**src/rtl/counter_sequencer.sv**
```systemverilog
// Command-driven sequencer for a WIDTH-bit up-counter with a programmable prescaler and
// one-shot / auto-reload terminal count reporting.
module counter_sequencer #(
  parameter int unsigned WIDTH      = 4,
  parameter int unsigned PRESCALE_W = 4
) (
  input  logic                  clk,
  input  logic                  reset,
  input  logic                  cmd_valid,
  output logic                  cmd_ready,
  input  logic [1:0]            cmd_op,
  input  logic [WIDTH-1:0]      cmd_data,
  input  logic                  cmd_mode,
  input  logic [PRESCALE_W-1:0] cmd_prescale,
  output logic [WIDTH-1:0]      q,
  output logic                  busy,
  output logic                  holding,
  output logic                  done
);

  localparam logic [1:0] StIdle  = 2'd0;
  localparam logic [1:0] StRun   = 2'd1;
  localparam logic [1:0] StHold  = 2'd2;
  localparam logic [1:0] StFlush = 2'd3;

  localparam logic [1:0] OpStart = 2'b00;
  localparam logic [1:0] OpStop  = 2'b01;
  localparam logic [1:0] OpLoad  = 2'b10;
  localparam logic [1:0] OpClear = 2'b11;

  logic [1:0]            state_q, state_d;
  logic [WIDTH-1:0]      q_q, q_d;
  logic [WIDTH-1:0]      limit_q, limit_d;
  logic [PRESCALE_W-1:0] ps_q, ps_d;
  logic [PRESCALE_W-1:0] pcnt_q, pcnt_d;
  logic                  mode_q, mode_d;
  logic                  done_q, done_d;
  logic                  busy_q, busy_d;
  logic                  holding_q, holding_d;
  logic                  accept;
  logic                  tick;

  assign cmd_ready = (state_q != StFlush);
  assign accept    = cmd_valid && cmd_ready;
  assign tick      = (state_q == StRun) && (pcnt_q == ps_q);

  always_comb begin
    state_d = state_q;
    q_d     = q_q;
    limit_d = limit_q;
    ps_d    = ps_q;
    mode_d  = mode_q;
    pcnt_d  = pcnt_q;
    done_d  = 1'b0;

    // Prescaler and count update; commands below may override.
    if (state_q == StRun) begin
      if (tick) begin
        pcnt_d = '0;
        if (q_q >= limit_q) begin
          done_d = 1'b1;
          if (mode_q) begin
            q_d = '0;
          end else begin
            state_d = StIdle;
          end
        end else begin
          q_d = q_q + 1'b1;
        end
      end else begin
        pcnt_d = pcnt_q + 1'b1;
      end
    end

    if (state_q == StFlush) begin
      state_d = StIdle;
    end

    if (accept) begin
      unique case (cmd_op)
        OpStart: begin
          if (state_q == StIdle) begin
            q_d     = '0;
            pcnt_d  = '0;
            mode_d  = cmd_mode;
            ps_d    = cmd_prescale;
            state_d = StRun;
          end else if (state_q == StHold) begin
            mode_d  = cmd_mode;
            ps_d    = cmd_prescale;
            state_d = StRun;
          end
        end
        OpStop: begin
          // A terminal one-shot tick on the same edge has already sent us to IDLE.
          if (state_q == StRun && state_d == StRun) begin
            state_d = StHold;
          end
        end
        OpLoad: begin
          limit_d = cmd_data;
        end
        OpClear: begin
          state_d = StFlush;
          q_d     = '0;
          pcnt_d  = '0;
          done_d  = 1'b0;
        end
        default: ;
      endcase
    end

    busy_d    = (state_d == StRun);
    holding_d = (state_d == StHold);
  end

  always_ff @(posedge clk) begin
    if (reset) begin
      state_q   <= StIdle;
      q_q       <= '0;
      limit_q   <= '1;
      ps_q      <= '0;
      mode_q    <= 1'b0;
      pcnt_q    <= '0;
      done_q    <= 1'b0;
      busy_q    <= 1'b0;
      holding_q <= 1'b0;
    end else begin
      state_q   <= state_d;
      q_q       <= q_d;
      limit_q   <= limit_d;
      ps_q      <= ps_d;
      mode_q    <= mode_d;
      pcnt_q    <= pcnt_d;
      done_q    <= done_d;
      busy_q    <= busy_d;
      holding_q <= holding_d;
    end
  end

  assign q       = q_q;
  assign busy    = busy_q;
  assign holding = holding_q;
  assign done    = done_q;

endmodule

```
**config.mk**
```make
export PLATFORM = sky130hd
export DESIGN_NAME = counter_sequencer
export DESIGN_NICKNAME = d
export VERILOG_FILES = /design/src/rtl/counter_sequencer.sv
export SDC_FILE = /design/constraint.sdc
export NUM_CORES = 1
export LEC_CHECK = 0
export ABC_CLOCK_PERIOD_IN_PS = 2220
export CAP_MARGIN = 10
export CELL_PAD_IN_SITES_DETAIL_PLACEMENT = 0
export CELL_PAD_IN_SITES_GLOBAL_PLACEMENT = 2
export CORE_UTILIZATION = 31
export CTS_CLUSTER_SIZE = 40
export DETAILED_ROUTE_END_ITERATION = 7
export GPL_ROUTABILITY_DRIVEN = 0
export HOLD_SLACK_MARGIN = 0.08
export MAX_ROUTING_LAYER = met4
export PLACE_DENSITY = 0.81
export RECOVER_POWER = 100
export SKIP_CTS_REPAIR_TIMING = 1
export SLEW_MARGIN = 20
export SYNTH_ARGS = -nofsm -noshare
export SYNTH_HDL_FRONTEND = slang
export SYNTH_SLANG_ARGS = --single-unit
```
**constraint.sdc**
```tcl
create_clock -name clk -period 2.22 [get_ports clk]
set_input_delay 0.444 -clock clk [delete_from_list [all_inputs] [get_ports clk]]
set_output_delay 0.444 -clock clk [all_outputs]
set_load 0.01 [all_outputs]
```
==> impl_results.html, run 1 <==
<table>
<tr><th>Metric</th><th>Value</th></tr>
<tr><th colspan="2">Route</th></tr>
<tr><td>DRT Pass-1 Iters</td><td>4</td></tr>
<tr><td>Vias after detailed routing</td><td>967</td></tr>
<tr><td>Initial DRC Count</td><td>37</td></tr>
<tr><td>Post-route antenna net violation count</td><td>0</td></tr>
<tr><td>Mean routed wirelength per cell</td><td>12.5 um</td></tr>
<tr><td>DRC violations left</td><td>0</td></tr>
<tr><td>Via-per-instance ratio</td><td>4.74</td></tr>
<tr><td>Post-detailed-routing wire length</td><td>2550 um</td></tr>
<tr><th colspan="2">Placed design</th></tr>
<tr><td>Number of I/O port buffers</td><td>21</td></tr>
<tr><td>Placed wire-length estimate</td><td>2010 um</td></tr>
<tr><td>Cell total after placement</td><td>200</td></tr>
<tr><td>Worst setup timing slack at the placement stage</td><td>-123 ps</td></tr>
<tr><th colspan="2">Flow run</th></tr>
<tr><td>Number of max-cap violations</td><td>0</td></tr>
<tr><th colspan="2">Floorplan</th></tr>
<tr><td>Chip Height</td><td>64.6 um</td></tr>
<tr><td>Initial core utilization</td><td>0.327</td></tr>
<tr><td>Overall die area</td><td>0.00417 mm2</td></tr>
<tr><td>Number of rows created at floorplan</td><td>22</td></tr>
<tr><td>Boundary pin count</td><td>22</td></tr>
<tr><td>Placeable core region</td><td>0.00372 mm2</td></tr>
<tr><td>Width of the die</td><td>64.6 um</td></tr>
<tr><th colspan="2">Pwr</th></tr>
<tr><td>Static Leakage</td><td>0.000759 uW</td></tr>
<tr><td>Switching power share of the total</td><td>0.227</td></tr>
<tr><td>Peak supply drop</td><td>0.274 mV</td></tr>
<tr><td>Total power</td><td>932 uW</td></tr>
<tr><td>Portion of total power attributed to combinational logic</td><td>0.148</td></tr>
<tr><td>Power per cell area</td><td>592 mW/mm2</td></tr>
<tr><td>Portion of total power attributed to the clock network</td><td>0.404</td></tr>
<tr><td>Total internal power</td><td>721 uW</td></tr>
<tr><td>Reg power frac</td><td>0.449</td></tr>
<tr><td>Power spent charging and discharging nets</td><td>211 uW</td></tr>
<tr><th colspan="2">STA</th></tr>
<tr><td>Period utilisation layout</td><td>0.925</td></tr>
<tr><td>Max-slew violation count</td><td>0</td></tr>
<tr><td>Post-route setup TNS</td><td>0 ps</td></tr>
<tr><td>Fmax</td><td>487 MHz</td></tr>
<tr><td>Final worst setup slack</td><td>166 ps</td></tr>
<tr><td>Worst slew margin relative to its limit</td><td>0.739</td></tr>
<tr><td>Final Hold Viols</td><td>0</td></tr>
<tr><td>Post-route clock skew</td><td>7.20 ps</td></tr>
<tr><td>Pin slew with the least headroom to its limit</td><td>388 ps</td></tr>
<tr><td>Unrepaired setup endpoints after global routing</td><td>false</td></tr>
<tr><td>Count of final setup violators</td><td>0</td></tr>
<tr><td>Period minus WS final</td><td>2050 ps</td></tr>
<tr><th colspan="2">Clock network</th></tr>
<tr><td>Worst skew pair latency</td><td>270 ps</td></tr>
<tr><td>Clock root cell</td><td>sky130_fd_sc_hd__clkbuf_8</td></tr>
<tr><td>Post-CTS clock slew at the launch and capture registers of the worst setup and hold paths</td><td>90 ps</td></tr>
<tr><td>Number of sinks driven by the clock tree</td><td>22</td></tr>
<tr><td>H-tree Lvls</td><td>1</td></tr>
<tr><td>CTS tree</td><td>yes</td></tr>
<tr><td>Inserted Clock Buffers</td><td>3</td></tr>
<tr><td>CTS Buffer Depth</td><td>2</td></tr>
<tr><th colspan="2">Synth</th></tr>
<tr><td>Number of nets in the synthesized netlist</td><td>151</td></tr>
<tr><td>Biggest area consumer among synthesized cells</td><td>sky130_fd_sc_hd__dfxtp_1</td></tr>
<tr><td>Portion of synthesized cell area occupied by the leading cell type</td><td>0.363</td></tr>
<tr><td>Avg Cell Area, Syn</td><td>9.63 um2</td></tr>
<tr><td>Syn Inst Count</td><td>126</td></tr>
<tr><td>Number of synthesized register bits</td><td>22</td></tr>
<tr><td>Sequential fraction of the synthesis area</td><td>0.363</td></tr>
<tr><td>Synth area leaders</td><td>sky130_fd_sc_hd__dfxtp_1 (36%), sky130_fd_sc_hd__ha_1 (11%), sky130_fd_sc_hd__mux2i_1 (7.4%)</td></tr>
<tr><td>Synthesis warning total</td><td>0</td></tr>
<tr><td>Summed instance area of the synthesized netlist</td><td>0.00121 mm2</td></tr>
<tr><td>Unique masters post-synth</td><td>43</td></tr>
<tr><th colspan="2">Worst hold path</th></tr>
<tr><td>Cells on Worst Hold Path</td><td>2</td></tr>
<tr><td>Class of the tightest hold or removal check</td><td>reg2reg</td></tr>
<tr><td>Launch point of the worst hold path</td><td>limit_q[3]$_SDFFE_PP1P_</td></tr>
<tr><td>Worst hold endpoint</td><td>limit_q[3]$_SDFFE_PP1P_</td></tr>
<tr><th colspan="2">Final layout</th></tr>
<tr><td>Share of layout cells above drive strength 1</td><td>0.103</td></tr>
<tr><td>Count of filler cells inserted in the layout</td><td>380</td></tr>
<tr><td>Post-layout net count</td><td>182</td></tr>
<tr><td>Non-filler instance count after layout</td><td>204</td></tr>
<tr><td>Most frequent cells in the layout</td><td>sky130_fd_sc_hd__dfxtp_1 (22), sky130_fd_sc_hd__clkdlybuf4s50_1 (13), sky130_fd_sc_hd__nor2_1 (12)</td></tr>
<tr><td>Layout overhead on the synthesized area</td><td>29.8%</td></tr>
<tr><td>Antenna Cells</td><td>0</td></tr>
<tr><td>Most common cell after layout, fill and taps aside</td><td>sky130_fd_sc_hd__dfxtp_1</td></tr>
<tr><th colspan="2">Setup path</th></tr>
<tr><td>Worst reg2reg setup slack</td><td>270 ps</td></tr>
<tr><td>Crit path required time</td><td>2380 ps</td></tr>
<tr><td>Worst-case reg-to-reg path depth</td><td>7</td></tr>
<tr><td>Category of the most critical setup path</td><td>in2reg</td></tr>
<tr><td>Maximum fanout count along the critical path</td><td>6</td></tr>
<tr><td>RR Startpoint</td><td>q[0]$_SDFF_PP0_</td></tr>
<tr><td>Kind of end point of the critical path</td><td>flip-flop</td></tr>
<tr><td>Worst EP arrival</td><td>2210 ps</td></tr>
<tr><td>Crit start category</td><td>primary input</td></tr>
<tr><td>Endpoint of the worst-slack reg-to-reg timing path</td><td>busy$_SDFF_PP0_</td></tr>
<tr><th colspan="2">Global routing</th></tr>
<tr><td>GR Overflow Total</td><td>0</td></tr>
<tr><td>Maximum number of pins on one net before global-route repair</td><td>14</td></tr>
<tr><td>Via count of the first global-routing pass</td><td>973</td></tr>
<tr><td>Number of antenna violations at the first check in global routing</td><td>0</td></tr>
<tr><td>Total global routing track utilization</td><td>0.144</td></tr>
<tr><td>Wire length of the first global-routing pass</td><td>4410 um</td></tr>
<tr><th colspan="2">Outcome</th></tr>
<tr><td>Result of the run</td><td>complete, no violations</td></tr>
</table>
power groups by stage:
stage | Clock (uW) | Sequential (uW) | Combinational, uW
after floorplan | 0 | 427 | 84.5
after global placement | 0 | 427 | 145
after detailed placement | 0 | 428 | 147
after CTS | 385 | 419 | 148
after global routing | 411 | 421 | 153
final | 376 | 418 | 138
flip-flops by register name, summed over array words and instances, names as in the netlist:
signal and cells:
limit_q 4, state_q 2, mode_q 1, holding 1, pcnt_q 4, ps_q 4, q 4, done 1
busy 1
per-stage QoR:
step                      cell area (um2)  utilization  hold slack [ps]
after global placement               1530        0.412              468
after CTS                            1600        0.431              495
final                                1580        0.424              491
after detailed placement             1530        0.412              476
after floorplan                      1210            -              448
after global routing                 1580        0.424              539
kinds of logic (layout without fill, tap and decap cells):
logic type | Yosys count | after routing | synth area share
and+or+nand+nor | 48 | 48 | 0.224
DFF | 22 | 22 | 0.363
AOI/OAI and AO/OA | 19 | 19 | 0.142
adders and majority gates | 12 | 12 | 0.122
buffers and inverters | 10 | 40 | 0.0320
muxes | 9 | 9 | 0.0742
xor gates and xnor gates | 6 | 6 | 0.0433
layer usage:
metal  track usage  vias up  routed length, um
met5             -        -                  0
met4        0.0694        0                 46
met3        0.0299        5                 66
met2         0.234       20               1230
met1         0.169      434               1210
li1              -      508                  -
how the worst max path moves through the flow:
| stage | cells after the start | startpoint | end |
|---|---|---|---|
| 6_report | 7 | cmd_op[0] | q[2]$_SDFF_PP0_ |
| 2_1_floorplan | 7 | q[0]$_SDFF_PP0_ | busy$_SDFF_PP0_ |
| 5_1_grt | 7 | cmd_op[0] | q[0]$_SDFF_PP0_ |
| 4_1_cts | 7 | cmd_op[0] | q[2]$_SDFF_PP0_ |
| 3_3_place_gp | 9 | cmd_op[0] | busy$_SDFF_PP0_ |
| 3_5_place_dp | 7 | cmd_op[0] | q[2]$_SDFF_PP0_ |
cells in the mapped netlist:
cell,n
sky130_fd_sc_hd__ha_1,11
sky130_fd_sc_hd__nor3_1,3
sky130_fd_sc_hd__dfxtp_1,22
sky130_fd_sc_hd__nor4_4,1
sky130_fd_sc_hd__o21a_1,2
sky130_fd_sc_hd__nor2_1,12
sky130_fd_sc_hd__o32ai_1,1
sky130_fd_sc_hd__a21oi_1,2
sky130_fd_sc_hd__nand2_2,1
sky130_fd_sc_hd__o211ai_1,1
sky130_fd_sc_hd__inv_1,7
sky130_fd_sc_hd__nand4_1,3
sky130_fd_sc_hd__nor3b_2,1
sky130_fd_sc_hd__nor4_1,1
sky130_fd_sc_hd__nand3b_1,1
sky130_fd_sc_hd__nor3b_1,2
sky130_fd_sc_hd__nand2_1,8
sky130_fd_sc_hd__or3_2,1
sky130_fd_sc_hd__o22ai_1,1
sky130_fd_sc_hd__or2_1,1
sky130_fd_sc_hd__and2_1,1
sky130_fd_sc_hd__o21ai_2,1
sky130_fd_sc_hd__o41ai_4,1
sky130_fd_sc_hd__o211a_1,1
sky130_fd_sc_hd__nand2b_1,6
sky130_fd_sc_hd__a2bb2oi_1,1
sky130_fd_sc_hd__xor2_1,6
sky130_fd_sc_hd__a21o_1,1
sky130_fd_sc_hd__and2b_1,1
sky130_fd_sc_hd__a41oi_2,1
sky130_fd_sc_hd__mux2i_1,9
sky130_fd_sc_hd__buf_2,1
sky130_fd_sc_hd__maj3_1,1
sky130_fd_sc_hd__a31oi_1,1
sky130_fd_sc_hd__nand3_1,2
sky130_fd_sc_hd__a2111o_1,1
sky130_fd_sc_hd__nor2b_1,2
sky130_fd_sc_hd__o21ai_1,1
sky130_fd_sc_hd__and3_1,1
sky130_fd_sc_hd__o31ai_1,1
sky130_fd_sc_hd__clkbuf_1,2
sky130_fd_sc_hd__a221oi_1,1
sky130_fd_sc_hd__a22oi_1,1
critical path, cell delays in order:
cell,delay (ps)
sky130_fd_sc_hd__clkdlybuf4s50_1,470
sky130_fd_sc_hd__inv_1,60
sky130_fd_sc_hd__ha_1,210
sky130_fd_sc_hd__maj3_1,350
sky130_fd_sc_hd__nor3b_1,290
sky130_fd_sc_hd__or2_1,280
sky130_fd_sc_hd__o32ai_1,120
final cells by class:
class | instances | area [um2] | share of cell area
inverters | 7 | 26.3 | 0.0167
well taps | 48 | 60.1 | 0.0381
clock buffers | 3 | 41.3 | 0.0262
flip-flops and latches | 22 | 440 | 0.280
repair buffers | 29 | 267 | 0.169
clock inverters | 1 | 30.0 | 0.0191
multi-input cells | 94 | 711 | 0.451
Note: power is estimated with default switching activity, not from simulation.
==> run 2, diff against run 1 <==
- CORE_UTILIZATION: 31 -> 38
- DONT_BUFFER_PORTS: not set -> 1
- PLACE_DENSITY: 0.81 -> 0.82
==> impl_results.html, run 2 (synthesis results as in run 1) <==
<table>
<tr><th>Metric</th><th>Value</th></tr>
<tr><th colspan="2">Outcome</th></tr>
<tr><td>Result of the run</td><td>complete, no violations</td></tr>
<tr><th colspan="2">Worst hold path</th></tr>
<tr><td>Class of the tightest hold or removal check</td><td>in2reg</td></tr>
<tr><td>Cells on Worst Hold Path</td><td>1 (-1)</td></tr>
<tr><td>Launch point of the worst hold path</td><td>reset</td></tr>
<tr><th colspan="2">Clock network</th></tr>
<tr><td>Inserted Clock Buffers</td><td>3 (unchanged)</td></tr>
<tr><td>Number of sinks driven by the clock tree</td><td>22 (unchanged)</td></tr>
<tr><td>H-tree Lvls</td><td>1 (unchanged)</td></tr>
<tr><td>Worst skew pair latency</td><td>310 ps (+40 ps)</td></tr>
<tr><td>Post-CTS clock slew at the launch and capture registers of the worst setup and hold paths</td><td>130 ps (+40 ps)</td></tr>
<tr><td>Clock root cell</td><td>sky130_fd_sc_hd__clkbuf_4</td></tr>
<tr><td>CTS Buffer Depth</td><td>2 (unchanged)</td></tr>
<tr><td>CTS tree</td><td>yes</td></tr>
<tr><th colspan="2">Flow run</th></tr>
<tr><td>Number of max-cap violations</td><td>0 (unchanged)</td></tr>
<tr><th colspan="2">Pwr</th></tr>
<tr><td>Static Leakage</td><td>0.000612 uW (-19%)</td></tr>
<tr><td>Peak supply drop</td><td>0.207 mV (-24%)</td></tr>
<tr><td>Total internal power</td><td>550 uW (-24%)</td></tr>
<tr><td>Portion of total power attributed to the clock network</td><td>0.302 (-0.102)</td></tr>
<tr><td>Total power</td><td>738 uW (-21%)</td></tr>
<tr><td>Power spent charging and discharging nets</td><td>189 uW (-11%)</td></tr>
<tr><td>Switching power share of the total</td><td>0.255 (+0.0286)</td></tr>
<tr><td>Power per cell area</td><td>574 mW/mm2 (-2.9%)</td></tr>
<tr><td>Portion of total power attributed to combinational logic</td><td>0.128 (-0.020)</td></tr>
<tr><td>Reg power frac</td><td>0.570 (+0.121)</td></tr>
<tr><th colspan="2">Global routing</th></tr>
<tr><td>Via count of the first global-routing pass</td><td>824 (-15%)</td></tr>
<tr><td>Total global routing track utilization</td><td>0.156 (+0.0115)</td></tr>
<tr><td>Number of antenna violations at the first check in global routing</td><td>0 (unchanged)</td></tr>
<tr><td>GR Overflow Total</td><td>0 (unchanged)</td></tr>
<tr><td>Maximum number of pins on one net before global-route repair</td><td>17 (+3)</td></tr>
<tr><td>Wire length of the first global-routing pass</td><td>3890 um (-12%)</td></tr>
<tr><th colspan="2">Setup path</th></tr>
<tr><td>Worst EP arrival</td><td>2220 ps (about the same)</td></tr>
<tr><td>RR Startpoint</td><td>q[0]$_SDFF_PP0_</td></tr>
<tr><td>Category of the most critical setup path</td><td>reg2reg</td></tr>
<tr><td>CP Launch Point</td><td>q[0]$_SDFF_PP0_</td></tr>
<tr><td>Crit start category</td><td>flip-flop</td></tr>
<tr><td>Worst-case reg-to-reg path depth</td><td>7 (unchanged)</td></tr>
<tr><td>Maximum fanout count along the critical path</td><td>4 (-2)</td></tr>
<tr><td>Kind of end point of the critical path</td><td>flip-flop</td></tr>
<tr><td>Crit path required time</td><td>2420 ps (+40 ps)</td></tr>
<tr><th colspan="2">Final layout</th></tr>
<tr><td>Most frequent cells in the layout</td><td>sky130_fd_sc_hd__dfxtp_1 (22), sky130_fd_sc_hd__nor2_1 (12), sky130_fd_sc_hd__ha_1 (11)</td></tr>
<tr><td>Share of layout cells above drive strength 1</td><td>0.0787 (-0.0238)</td></tr>
<tr><td>Most common cell after layout, fill and taps aside</td><td>sky130_fd_sc_hd__dfxtp_1</td></tr>
<tr><td>Layout overhead on the synthesized area</td><td>5.88%</td></tr>
<tr><td>Antenna Cells</td><td>0 (unchanged)</td></tr>
<tr><td>Post-layout net count</td><td>153 (-16%)</td></tr>
<tr><th colspan="2">Floorplan</th></tr>
<tr><td>Width of the die</td><td>58.5 um (-9.4%)</td></tr>
<tr><td>Chip Height</td><td>58.5 um (-9.4%)</td></tr>
<tr><td>Boundary pin count</td><td>22 (unchanged)</td></tr>
<tr><td>Overall die area</td><td>0.00342 mm2 (-18%)</td></tr>
<tr><td>Number of rows created at floorplan</td><td>20 (-9.1%)</td></tr>
<tr><td>Placeable core region</td><td>0.00305 mm2 (-18%)</td></tr>
<tr><td>Initial core utilization</td><td>0.398 (+0.0709)</td></tr>
<tr><th colspan="2">Placed design</th></tr>
<tr><td>Placed wire-length estimate</td><td>1740 um (-13%)</td></tr>
<tr><td>Number of I/O port buffers</td><td>0 (-100%)</td></tr>
<tr><th colspan="2">STA</th></tr>
<tr><td>Period utilisation layout</td><td>0.910 (-0.0153)</td></tr>
<tr><td>Max-slew violation count</td><td>0 (unchanged)</td></tr>
<tr><td>Pin slew with the least headroom to its limit</td><td>401 ps (+13.6 ps)</td></tr>
<tr><td>Fmax</td><td>495 MHz (+1.7%)</td></tr>
<tr><td>Post-route clock skew</td><td>6.55 ps (-0.651 ps)</td></tr>
<tr><td>Post-route setup TNS</td><td>0 ps (unchanged)</td></tr>
<tr><td>Worst hold-check slack</td><td>192 ps (-298 ps)</td></tr>
<tr><td>Unrepaired setup endpoints after global routing</td><td>false</td></tr>
<tr><td>Final Hold Viols</td><td>0 (unchanged)</td></tr>
<tr><td>Period minus WS final</td><td>2020 ps (-34.0 ps)</td></tr>
<tr><td>Worst slew margin relative to its limit</td><td>0.730 (-0.00824)</td></tr>
<tr><td>Count of final setup violators</td><td>0 (unchanged)</td></tr>
<tr><th colspan="2">Route</th></tr>
<tr><td>Post-detailed-routing wire length</td><td>2230 um (-13%)</td></tr>
<tr><td>Vias after detailed routing</td><td>897 (-7.2%)</td></tr>
<tr><td>DRT Pass-1 Iters</td><td>5 (+1)</td></tr>
<tr><td>Via-per-instance ratio</td><td>5.25 (+11%)</td></tr>
<tr><td>Mean routed wirelength per cell</td><td>13.0 um (+4.1%)</td></tr>
<tr><td>Initial DRC Count</td><td>22 (-41%)</td></tr>
<tr><td>Post-route antenna net violation count</td><td>0 (unchanged)</td></tr>
<tr><td>DRC violations left</td><td>0 (unchanged)</td></tr>
</table>
## run 2: layout make-up
cell class              instances  area (um2)
clock buffers                   4        36.3
well taps                      44        55.1
multi-input cells              94         727
flip-flops and latches         22         440
inverters                       7        26.3
fillers                       329        1770
## run 2: path summary, 6_finish.rpt
check                                  to  slack [ps]
setup / recovery          busy$_SDFF_PP0_         200
hold / removal         holding$_SDFF_PP0_         190
setup reg to reg          busy$_SDFF_PP0_         200
hold reg to reg   limit_q[1]$_SDFFE_PP1P_         510
## run 2: power by group through the flow
stage | registers (uW) | logic (uW) | clock network, uW
6_report | 421 | 94.2 | 223
3_3_place_gp | 430 | 95.3 | 0
3_5_place_dp | 430 | 96.4 | 0
5_1_grt | 423 | 106 | 247
4_1_cts | 421 | 97.3 | 228
2_1_floorplan | 427 | 84.5 | 0
## run 2: worst max-delay path, cell delays in order, from the launching register on
cell                       delay, ps
sky130_fd_sc_hd__dfxtp_1         440
sky130_fd_sc_hd__inv_1           110
sky130_fd_sc_hd__ha_1            290
sky130_fd_sc_hd__nand2b_1        130
sky130_fd_sc_hd__a2111o_1        430
sky130_fd_sc_hd__o211ai_1        120
sky130_fd_sc_hd__a41oi_1         200
sky130_fd_sc_hd__nor3b_1         180
## run 2: through the flow
stage	cell area (um2)	utilization	setup slack, ps	instances
finish	1280	0.421	200	171
floorplan	1210	-	353	126
global route	1280	0.421	75.8	171
detailed placement	1260	0.411	235	167
CTS	1290	0.423	210	171
global placement	1260	0.411	250	167
## run 2: per-layer routing
metal | vias to the layer above | track usage | part of all wire | wire length [um]
met5 | - | - | 0 | 0
met4 | 0 | 0.0714 | 0.012 | 27
met3 | 4 | 0.0374 | 0.034 | 75
met2 | 14 | 0.236 | 0.46 | 1020
met1 | 429 | 0.196 | 0.50 | 1110
li1 | 450 | - | - | -
